`config.mk`:
```
export PLATFORM = sky130hd
export DESIGN_NAME = gf3m_xpow_seq
export DESIGN_NICKNAME = d
export VERILOG_FILES = /design/src/rtl/gf3m_pkg.sv /design/src/rtl/gf3m_xstep.sv /design/src/rtl/gf3m_xpow_seq.sv
export SDC_FILE = /design/constraint.sdc
export NUM_CORES = 1
export LEC_CHECK = 0
export CAP_MARGIN = 15
export CORE_UTILIZATION = 43
export CTS_CLUSTER_DIAMETER = 150
export CTS_CLUSTER_SIZE = 10
export DETAILED_ROUTE_END_ITERATION = 12
export PLACE_DENSITY = 0.79
export SETUP_SLACK_MARGIN = 0.5
export SYNTH_ARGS = -nofsm -noshare
export SYNTH_HDL_FRONTEND = slang
export SYNTH_SLANG_ARGS = --single-unit
```
`constraint.sdc`:
```
create_clock -name clk -period 1.5 [get_ports clk]
set_clock_uncertainty 0.2 [all_clocks]
set_input_delay 0.375 -clock clk [delete_from_list [all_inputs] [get_ports clk]]
set_output_delay 0.375 -clock clk [all_outputs]
set_load 0.01 [all_outputs]
```
`src/rtl/gf3m_pkg.sv`:
```
// Shared definitions for GF(3^97) shift-by-x datapaths: element geometry, digit
// encodings, the reduction tap positions of p(x) = x^97 + x^12 + 2, and the digit arithmetic.
package gf3m_pkg;

   localparam int M   = 97;
   localparam int W   = 2 * M;
   localparam int TAP = 12;
   localparam int TOP = M - 1;

   localparam logic [1:0] F3_0 = 2'b00;
   localparam logic [1:0] F3_1 = 2'b01;
   localparam logic [1:0] F3_2 = 2'b10;

   typedef enum logic [1:0] {IDLE, RUN, DONE} state_t;

   // Negation in GF(3) swaps 1 and 2, which in this encoding is a bit swap.
   function automatic logic [1:0] f3_neg(input logic [1:0] b);
      return {b[0], b[1]};
   endfunction

   function automatic logic [1:0] f3_add(input logic [1:0] a, input logic [1:0] b);
      logic [1:0] r;
      case (a)
         F3_0:    r = b;
         F3_1:    r = (b == F3_0) ? F3_1 : (b == F3_1) ? F3_2 : F3_0;
         F3_2:    r = (b == F3_0) ? F3_2 : (b == F3_1) ? F3_0 : F3_1;
         default: r = F3_0;
      endcase
      return r;
   endfunction

   function automatic logic [1:0] f3_sub(input logic [1:0] a, input logic [1:0] b);
      return f3_add(a, f3_neg(b));
   endfunction

endpackage

```
`src/rtl/gf3m_xstep.sv`:
```
// One reduction step of A by x^-1 (dir=0) or x^+1 (dir=1) modulo x^97 + x^12 + 2.
module gf3m_xstep
   import gf3m_pkg::*;
(
   input  logic [W-1:0] a,
   input  logic         dir,
   output logic [W-1:0] c
);

   logic [W-1:0] dn;
   logic [W-1:0] up;

   // x^-1 = x^96 + x^11, so the digit shifted out at the bottom re-enters at 96 and 11.
   always_comb begin
      dn                   = {2'b00, a[W-1:2]};
      dn[2*TOP +: 2]       = a[1:0];
      dn[2*(TAP-1) +: 2]   = f3_add(a[2*TAP +: 2], a[1:0]);

      // x^97 = 2x^12 + 1, so the digit shifted out at the top re-enters at 0 and (negated) at 12.
      up                   = {a[W-3:0], 2'b00};
      up[1:0]              = a[2*TOP +: 2];
      up[2*TAP +: 2]       = f3_sub(a[2*(TAP-1) +: 2], a[2*TOP +: 2]);

      c = dir ? up : dn;
   end

endmodule

```
`src/rtl/gf3m_xpow_seq.sv`:
```
// Counted-loop sequencer computing C = A * x^(+/-k) mod p(x), one digit step per clock.
// Handshake: a transfer happens on a rising edge where valid and ready are both high.
module gf3m_xpow_seq
   import gf3m_pkg::*;
#(
   parameter int KW = 8
) (
   input  logic          clk,
   input  logic          rst_n,
   input  logic          in_valid,
   output logic          in_ready,
   input  logic [W-1:0]  in_a,
   input  logic          in_dir,
   input  logic [KW-1:0] in_k,
   output logic          out_valid,
   input  logic          out_ready,
   output logic [W-1:0]  out_c,
   output logic          busy
);

   state_t        state;
   logic [W-1:0]  acc;
   logic [KW-1:0] cnt;
   logic          dir_q;
   logic [W-1:0]  step_c;

   gf3m_xstep u_xstep (
      .a   (acc),
      .dir (dir_q),
      .c   (step_c)
   );

   always_ff @(posedge clk or negedge rst_n) begin
      if (!rst_n) begin
         state     <= IDLE;
         acc       <= '0;
         cnt       <= '0;
         dir_q     <= 1'b0;
         in_ready  <= 1'b0;
         out_valid <= 1'b0;
         busy      <= 1'b0;
      end else begin
         case (state)
            IDLE: begin
               in_ready <= 1'b1;
               if (in_valid && in_ready) begin
                  acc      <= in_a;
                  dir_q    <= in_dir;
                  cnt      <= in_k;
                  in_ready <= 1'b0;
                  if (in_k == '0) begin
                     state <= DONE;
                  end else begin
                     state <= RUN;
                     busy  <= 1'b1;
                  end
               end
            end
            RUN: begin
               acc <= step_c;
               cnt <= cnt - KW'(1);
               if (cnt == KW'(1)) begin
                  state <= DONE;
                  busy  <= 1'b0;
               end
            end
            DONE: begin
               // out_valid rises one cycle after entering DONE; out_ready only counts once it is up.
               if (!out_valid) begin
                  out_valid <= 1'b1;
               end else if (out_ready) begin
                  out_valid <= 1'b0;
                  in_ready  <= 1'b1;
                  state     <= IDLE;
               end
            end
            default: state <= IDLE;
         endcase
      end
   end

   assign out_c = acc;

endmodule

```
**Word-level counts from Yosys, hierarchy flattened**

Index checks and enable logic that the tools add are counted.

- Output and inout bits: 197
- Register bits after elaboration: 208

- $add $sub $neg: 1
- Equal/unequal tests: 14
- Reduce and logical (&&, ||, !) cells: 14
- Mux-type cells: 31

Operators with widths:

| kind | count |
|---|---|
| 194-bit two-way mux | 2 |
| 194-bit one-hot mux with 2 select lines | 1 |
| 2-bit two-way mux | 11 |
| 2-bit one-hot mux with 3 select lines | 3 |
| 8-bit one-hot mux with 2 select lines | 1 |
| 2-bit by 1-bit == test with 1-bit output, second input constant | 5 |
| 2-bit logical NOT | 5 |
| 1-bit two-way mux | 10 |
| 2-bit != test, second input constant | 5 |
| 8-bit by 1-bit == test with 1-bit output, second input constant | 1 |
| 8-bit logical NOT | 1 |
| 8-bit two-way mux | 1 |
| 4-bit AND reduction | 2 |
| 8-bit by 1-bit subtractor with 8-bit output, second input constant | 1 |
| 2-bit == test, second input constant | 3 |
| 1-bit one-hot mux with 2 select lines | 2 |
| 2-bit AND reduction | 2 |
| 2-bit nonzero test | 2 |
| 3-bit AND reduction | 1 |
| 1-bit logical AND | 1 |

**Logic depth before layout (Yosys ltp)**

Gate-level depths: netlist (run 1).

- Depth in word-level cells: 6
- Mapped depth: 8
- Depth with buffers taken out: 6

**By module**

From an unflattened synthesis (run 1), not the netlist that was laid out.

- Cells, all modules: 1381
- Area, all modules: 11974.0 um2

By module, submodules not included:

| module | area each (um2) | times used | cells each | seq. area each (um2) |
|---|---|---|---|---|
| gf3m_xpow_seq | 9505.4 | 1 | 1144 | 5205.0 |
| gf3m_xstep | 2468.6 | 1 | 237 | 0.0 |

**Least setup slack after synthesis (run 1)**

No wires, ideal clock.

- Kind: register -> register
- Start: register dir_q
- End: register acc[0] (netlist: out_c[0])
- Data arrival time: 1341 ps
- Buffers on the path: 2
- Slack: -167 ps
- Period minus slack after synthesis: 1667 ps
- Cell stages (with the launch flop): 6
- Cells stage by stage: dfrtp_1 -> buf_2 -> buf_2 -> mux2_2 -> a221oi_1 -> nor2_1

- Word-level cells in the longest chain between the ends: 2

Ends and longest elaborated chain:

| item | line | RTL |
|---|---|---|
| from (decl) | gf3m_xpow_seq.sv:24 | `logic dir_q;` |
| from (signal assigned) | gf3m_xpow_seq.sv:48 | `dir_q <= in_dir;` |
| 194-bit two-way mux | gf3m_xstep.sv:24 | `c = dir ? up : dn;` |
| 194-bit one-hot mux with 2 select lines | gf3m_xpow_seq.sv:43 | `case (state)` |
| to (signal assigned) | gf3m_xpow_seq.sv:47 | `acc <= in_a;` |
| to (signal assigned) | gf3m_xpow_seq.sv:60 | `acc <= step_c;` |
| to (decl) | gf3m_xpow_seq.sv:22 | `logic [W-1:0] acc;` |

Every way passes these cells.
A chain may end at the register's enable or synchronous reset.

**Worst setup path in the final report (run 1)**

- Start: register dir_q
- End: register acc[190] (netlist: out_c[190])

The elaborated chain is that of the path after synthesis.

==> results of run 1 <==
[layer usage]
metal,up-vias,track usage,part of all wire
li1,5906,-,-
met1,6692,0.386,0.37
met2,839,0.548,0.49
met3,196,0.0734,0.092
met4,2,0.153,0.050
met5,-,0,0.00025
[what timing repair did]
| action | CTS | global route |
|---|---|---|
| buffers inserted | 66 | 55 |
| endpoints found under the setup margin | 405 | 405 |
| endpoints found under the hold margin | 208 | 208 |
| gates resized for setup | 934 | 112 |
| gates cloned | 1 | 8 |
| pin swaps | 26 | 29 |
[critical path: stages (launching register included)]
cell and delay [ns]:
dfrtp_4 0.52, buf_12 0.17, buf_4 0.16, mux2_4 0.32, a221oi_4 0.29, nor2_1 0.10
[through the flow]
stage / setup WS [ns] / util / hold slack, ns / power, mW / instances
floorplan: -0.118 / - / -0.121 / 28.7 / 1192
global placement: -0.651 / 0.691 / 0.0671 / 44.4 / 2165
detailed placement: -0.693 / 0.691 / 0.0687 / 45.5 / 2165
CTS: -0.332 / 0.724 / -0.486 / 51.8 / 2261
global route: -0.430 / 0.766 / -0.478 / 59.1 / 2325
finish: -0.394 / 0.766 / -0.480 / 56.3 / 2325
[where the power goes]
part	total [mW]	switching, mW	internal [mW]	leakage, nW
clock network	5.36	2.37	2.99	0.319
registers	11.0	2.33	8.65	2.34
logic	40.0	19.2	20.8	6.58
[cells in the final DEF (no fill, tap or decap), types with 7 or more instances in the layout]
master	instances
nor2_1	383
buf_4	353
dfrtp_1	199
clkdlybuf4s50_1	198
mux2_2	182
a221oi_2	176
buf_2	117
buf_6	99
buf_12	49
clkbuf_16	32
nand2_1	15
a221oi_1	12
mux2_4	9
dfrtp_2	8
dlymetal6s2s_1	7
[area by class of cell]
class	count	area [um2]	share of cell area
Timing Repair Buffer	838	7770	0.362
Multi-Input combinational cell	864	7310	0.341
Sequential cell	208	5220	0.243
Clock buffer	29	651	0.0303
Tap cell	378	473	0.0220
Inverter	7	33.8	0.00157
Antenna cell	1	2.50	0.000117
[state kept, by name, indices dropped and copies added, names as in the netlist]
signal / flops
out_c: 194
dir_q: 1
cnt: 8
state: 2
busy: 1
out_valid: 1
in_ready: 1
[logic make-up (layout without fill, tap and decap cells)]
kind of cell | Yosys count | in the layout | synth area share
multiplexers | 193 | 193 | 0.175
XOR/XNOR | 2 | 2 | 0.00142
buffers and inverters | 120 | 874 | 0.0524
AND/OR/NAND/NOR | 429 | 429 | 0.136
adder cells (fa/ha/maj) | 2 | 2 | 0.00202
other | 0 | 1 | 0
AO/OA/AOI/OAI | 238 | 238 | 0.212
flip-flops | 208 | 208 | 0.421
[worst max-delay path by stage]
stage                        start          to  slack (ns)  depth (start not counted)
after floorplan           state[0]   out_c[33]       -0.12                          7
after global placement    in_valid   out_c[64]       -0.65                          8
after detailed placement  in_valid   out_c[64]       -0.69                          8
after CTS                    dir_q  out_c[107]       -0.33                          5
after global routing         dir_q   out_c[76]       -0.43                          5
final                        dir_q  out_c[190]       -0.39                          5
==> metrics.yaml, run 1 <==
maxSlewViolCount: 0
fillerInstances: 1664
clockRootBuffer: "clkbuf_16"
grt.total_usage: 0.323
fmax_ghz: 0.528
power_leakage_nw: 9.24
die_x_um: 172
first_pass_iters: 7
viasPerCell: 5.86
rsz0062_at_grt: "yes"
synth_area_per_cell_um2: 10.4
core-area_um2: 28000
ys_ff_latch: 208
synth_area_leaders: "dfrtp_1 (42%), mux2_2 (17%), a221oi_2 (12%), nor2_1 (12%), a221oi_1 (6.4%)"
ys_warn_count: 0
yosys.area.top_type_share: 0.421
yosysTopAreaCell: "dfrtp_1"
hold_viol_final: 208
vdd_drop_max_uv: 1600
async_reset_ff_frac: 1.00
fin_crit_sh: 1.26
drive_gt1_frac: 0.555
required_ns: 1.70
powerDensity_nw_per_um2: 2620
die_y_um: 172
max_slew_margin: 0.770
startpoint_type: "register"
cts_buffer_depth: 3
path_max_fanout: 8
cap_violations: 0
clk_latency_ns: 0.53
synth_fp_nets: 1401
grt_pass1_wl_mm: 74.0
dpl_cell_area_um2: 19400
cts_max_level: 1
grt_max_degree: 47
tritoncts: "done"
port_buffers: 403
end_kind: "register"
ant_nets: 0
synth_edf_count: 0
design_area_um2: 21500
yosysUniqueCellTypes: 42
cts_made_buffers: 24
crit_type: "reg2reg"
status: "finished, violations left"
syn_inst: 1192
worst_pin_slew_ns: 0.343
synth.most_common_cell: "nor2_1"
setup_tns_ns: -83.67
boundaryPins: 404
synth_flop_cell: "dfrtp_1"
area_growth_pct: 73.4
setup_viol: 403
clkTransAtPathRegs_ns: 0.06
reg2reg_depth: 5
synth_common_cells: "nor2_1 (390), dfrtp_1 (208), mux2_2 (191), a221oi_2 (100), a221oi_1 (90)"
syn-cell-area_um2: 12400
placementRows: 61
die_area_um2: 29500
arrival_ns: 2.10
wire_per_inst_um: 22.6
drt_iter0_markers: 1103
dp_hpwl_mm: 33.5
violations: "hold timing, setup timing"
routed_wl_mm: 52.5
drc: 0
grt_pass1_vias: 13385
hp-class: "in2async"
nets: 2152
ys_seq_area_frac: 0.421
start_util: 0.442
setup_ws_ns: -0.394
r2r-start: "dir_q"
gp_congestion: 0.909
clkSinkCount: 208
antenna_found_initial: 2
grt_overflow: 0
min_period_ns: 1.89
num_vias: 13635
r2r_setup_slack_ns: -0.39
holdWs_ns: -0.480
timing.rr.end: "out_c[190]"
(Power assumes the default switching activity.)
==> run 2, diff against run 1 <==
==> constraint.sdc (replaced) <==
create_clock -name clk -period 1.5 [get_ports clk]
set_clock_uncertainty 0.2 [all_clocks]
set_input_delay 0.15 -clock clk [delete_from_list [all_inputs] [get_ports clk]]
set_output_delay 0.15 -clock clk [all_outputs]
set_load 0.01 [all_outputs]
==> run 2 against run 1 <==
  * The run still ends with hold timing, setup timing left
  * Sequential cell count is the same
  * Core utilization fell by 2.2 points
  * Count of clock-buffer cells in the layout stayed put
  * Sequential share of layout area increased by 0.85 points
  * Via count is 1.2% lower
  * Hold slack got worse by 0.24 ns
  * First-iteration DRC count is 6.3% lower
  * Wire length rose by 0.48%
  * Sequential power about the same
  * Final cell count shrank 3.1%
  * Critical endpoint is now out_c[15]
  * Largest cell class is now multi-input combinational cells
==> metrics.yaml, run 2 (same netlist as run 1, synthesis figures left out) <==
die_y_um: 172  # unchanged
holdWs_ns: -0.721  # was -0.480 ns
cts_max_level: 1  # unchanged
setup_ws_ns: -0.416  # was -0.394 ns
viasPerCell: 5.98  # was 5.86
worst_pin_slew_ns: 0.592  # was 0.343 ns
fmax_ghz: 0.522  # was 0.528 GHz
cap_violations: 0  # unchanged
vdd_drop_max_uv: 1510  # was 1600 uV
cts_made_buffers: 24  # unchanged
final_cell_mix: "nor2_1 (373), buf_4 (272), clkdlybuf4s50_1 (205), a221oi_2 (187), mux2_2 (185)"  # was nor2_1 (383), buf_4 (353), dfrtp_1 (199), clkdlybuf4s50_1 (198), mux2_2 (182)
routed_wl_mm: 52.8  # was 52.5 mm
grt.total_usage: 0.333  # was 0.323
tritoncts: "done"  # unchanged
startpoint_type: "register"  # unchanged
drc: 0  # unchanged
finalPower_mw: 55.1  # was 56.3 mW
final_common_cell: "nor2_1"  # unchanged
grt_max_degree: 67  # was 47
path_max_fanout: 12  # was 8
holdBufCountCts: 2
min_period_ns: 1.92  # was 1.89 ns
powerDensity_nw_per_um2: 2640  # was 2620 nW/um2
crit_type: "reg2reg"  # unchanged
rsz0062_at_grt: "yes"  # unchanged
clkTransAtPathRegs_ns: 0.07  # was 0.06 ns
r2r_setup_slack_ns: -0.42  # was -0.39 ns
crit_path_top_delay_cell: "dfrtp_4"  # unchanged
slowest_delay_ns: 0.45  # was 0.52 ns
die_x_um: 172  # unchanged
hp-class: "in2async"  # unchanged
ant_nets: 0  # unchanged
max_slew_margin: 0.604  # was 0.770
grt_pass1_vias: 13543  # was 13385
dp_hpwl_mm: 31.3  # was 33.5 mm
gp_congestion: 0.884  # was 0.909
violations: "hold timing, setup timing"  # unchanged
fin_crit_sh: 1.28  # was 1.26
largest_reg_flops: 194  # unchanged
placementRows: 61  # unchanged
clockRootBuffer: "clkbuf_16"  # unchanged
clk_latency_ns: 0.52  # was 0.53 ns
reg2reg_depth: 5  # unchanged
fin_util: 0.744  # was 0.766
timing.rr.end: "out_c[15]"  # was out_c[190]
status: "finished, violations left"  # unchanged
grt_overflow: 0  # unchanged
arrival_ns: 2.10  # about the same
wire_per_inst_um: 23.4  # was 22.6 um
start_util: 0.442  # unchanged
setup_viol: 210  # was 403
core-area_um2: 28000  # unchanged
boundaryPins: 404  # unchanged
r2r-start: "dir_q"  # unchanged
end_kind: "register"  # unchanged
path_cells: "buf_12 > buf_4 > mux2_2 > a221oi_4 > nor2_1"  # was buf_12 > buf_4 > mux2_4 > a221oi_4 > nor2_1
num_vias: 13468  # was 13635
cts_buffer_depth: 3  # unchanged
die_area_um2: 29500  # unchanged
grt_pass1_wl_mm: 75.8  # was 74.0 mm
power_leakage_nw: 8.77  # was 9.24 nW
antenna_found_initial: 0  # was 2
clkSinkCount: 208  # unchanged
port_buffers: 403  # unchanged
hold_viol_final: 188  # was 208
required_ns: 1.69  # was 1.70 ns
first_pass_iters: 5  # was 7
area_growth_pct: 68.4  # was 73.4%
nets: 2079  # was 2152
maxSlewViolCount: 0  # unchanged
drt_iter0_markers: 1033  # was 1103
drive_gt1_frac: 0.553  # was 0.555
## run 2: changes by cell type in the layout (fill, tap and decap cells not counted), moves of 10 or more
cell,previous run,this run
buf_4,353,272
dfrtp_1,199,179
dfrtp_2,8,28
buf_2,117,130
a221oi_2,176,187
nor2_2,3,14
a221oi_1,12,2
buf_12,49,39
nor2_1,383,373
## run 2: area by class of cell
class	instances	area (um2)
multi-input cells	864	7280
fillers	1773	7170
repair buffers	765	7150
flip-flops and latches	208	5240
clock buffers	29	651
well taps	378	473
inverters	7	33.8
diodes	1	2.50
## run 2: through the flow
stage / instance area (um2) / setup TNS [ns] / cells / setup slack, ns / hold slack [ns]
after global routing: 20800 / -67.65 / 2251 / -0.446 / -0.715
after CTS: 20300 / -53.17 / 2235 / -0.377 / -0.716
after detailed placement: 18100 / -72.40 / 2002 / -0.428 / -0.175
after floorplan: 12700 / -20.53 / 1192 / -0.119 / -0.346
after global placement: 18100 / -70.54 / 2002 / -0.426 / -0.176
final: 20800 / -58.39 / 2252 / -0.416 / -0.721
## run 2: power by group
group,total (mW),internal [mW],switching (mW)
clock,5.30,2.99,2.31
combinational,38.4,19.5,18.9
sequential,11.3,8.70,2.64
total,55.1,31.2,23.8
## run 2: how the worst max path moves through the flow
stage,startpoint,endpoint,slack (ns)
floorplan,state[0],out_c[33],-0.12
global placement,in_valid,out_c[46],-0.43
detailed placement,in_valid,out_c[46],-0.43
CTS,dir_q,out_c[96],-0.38
global route,dir_q,out_c[96],-0.45
finish,dir_q,out_c[15],-0.42
## run 2: critical path: cells and delay by family, from the launching register on
family / cells / cell delay, ns
AOI/OAI and AO/OA: 1 / 0.31
and+or+nand+nor: 1 / 0.11
muxes: 1 / 0.36
DFF: 1 / 0.45
buffers and inverters: 2 / 0.34
## run 2: what timing repair did
action / CTS / global route
endpoints found under the hold margin: 208 / 188
setup buffers: 199 / 6
setup endpoints to repair: 405 / 419
pin swaps: 16 / 14
gates resized for setup: 998 / 42
gates cloned: 3 / 10
## run 2: routing by layer
layer / track usage / vias up / share of wire
met3: 0.0626 / 189 / 0.093
li1: - / 5754 / -
met1: 0.392 / 6615 / 0.37
met4: 0.168 / 0 / 0.051
met5: 0 / - / 0
met2: 0.576 / 910 / 0.49
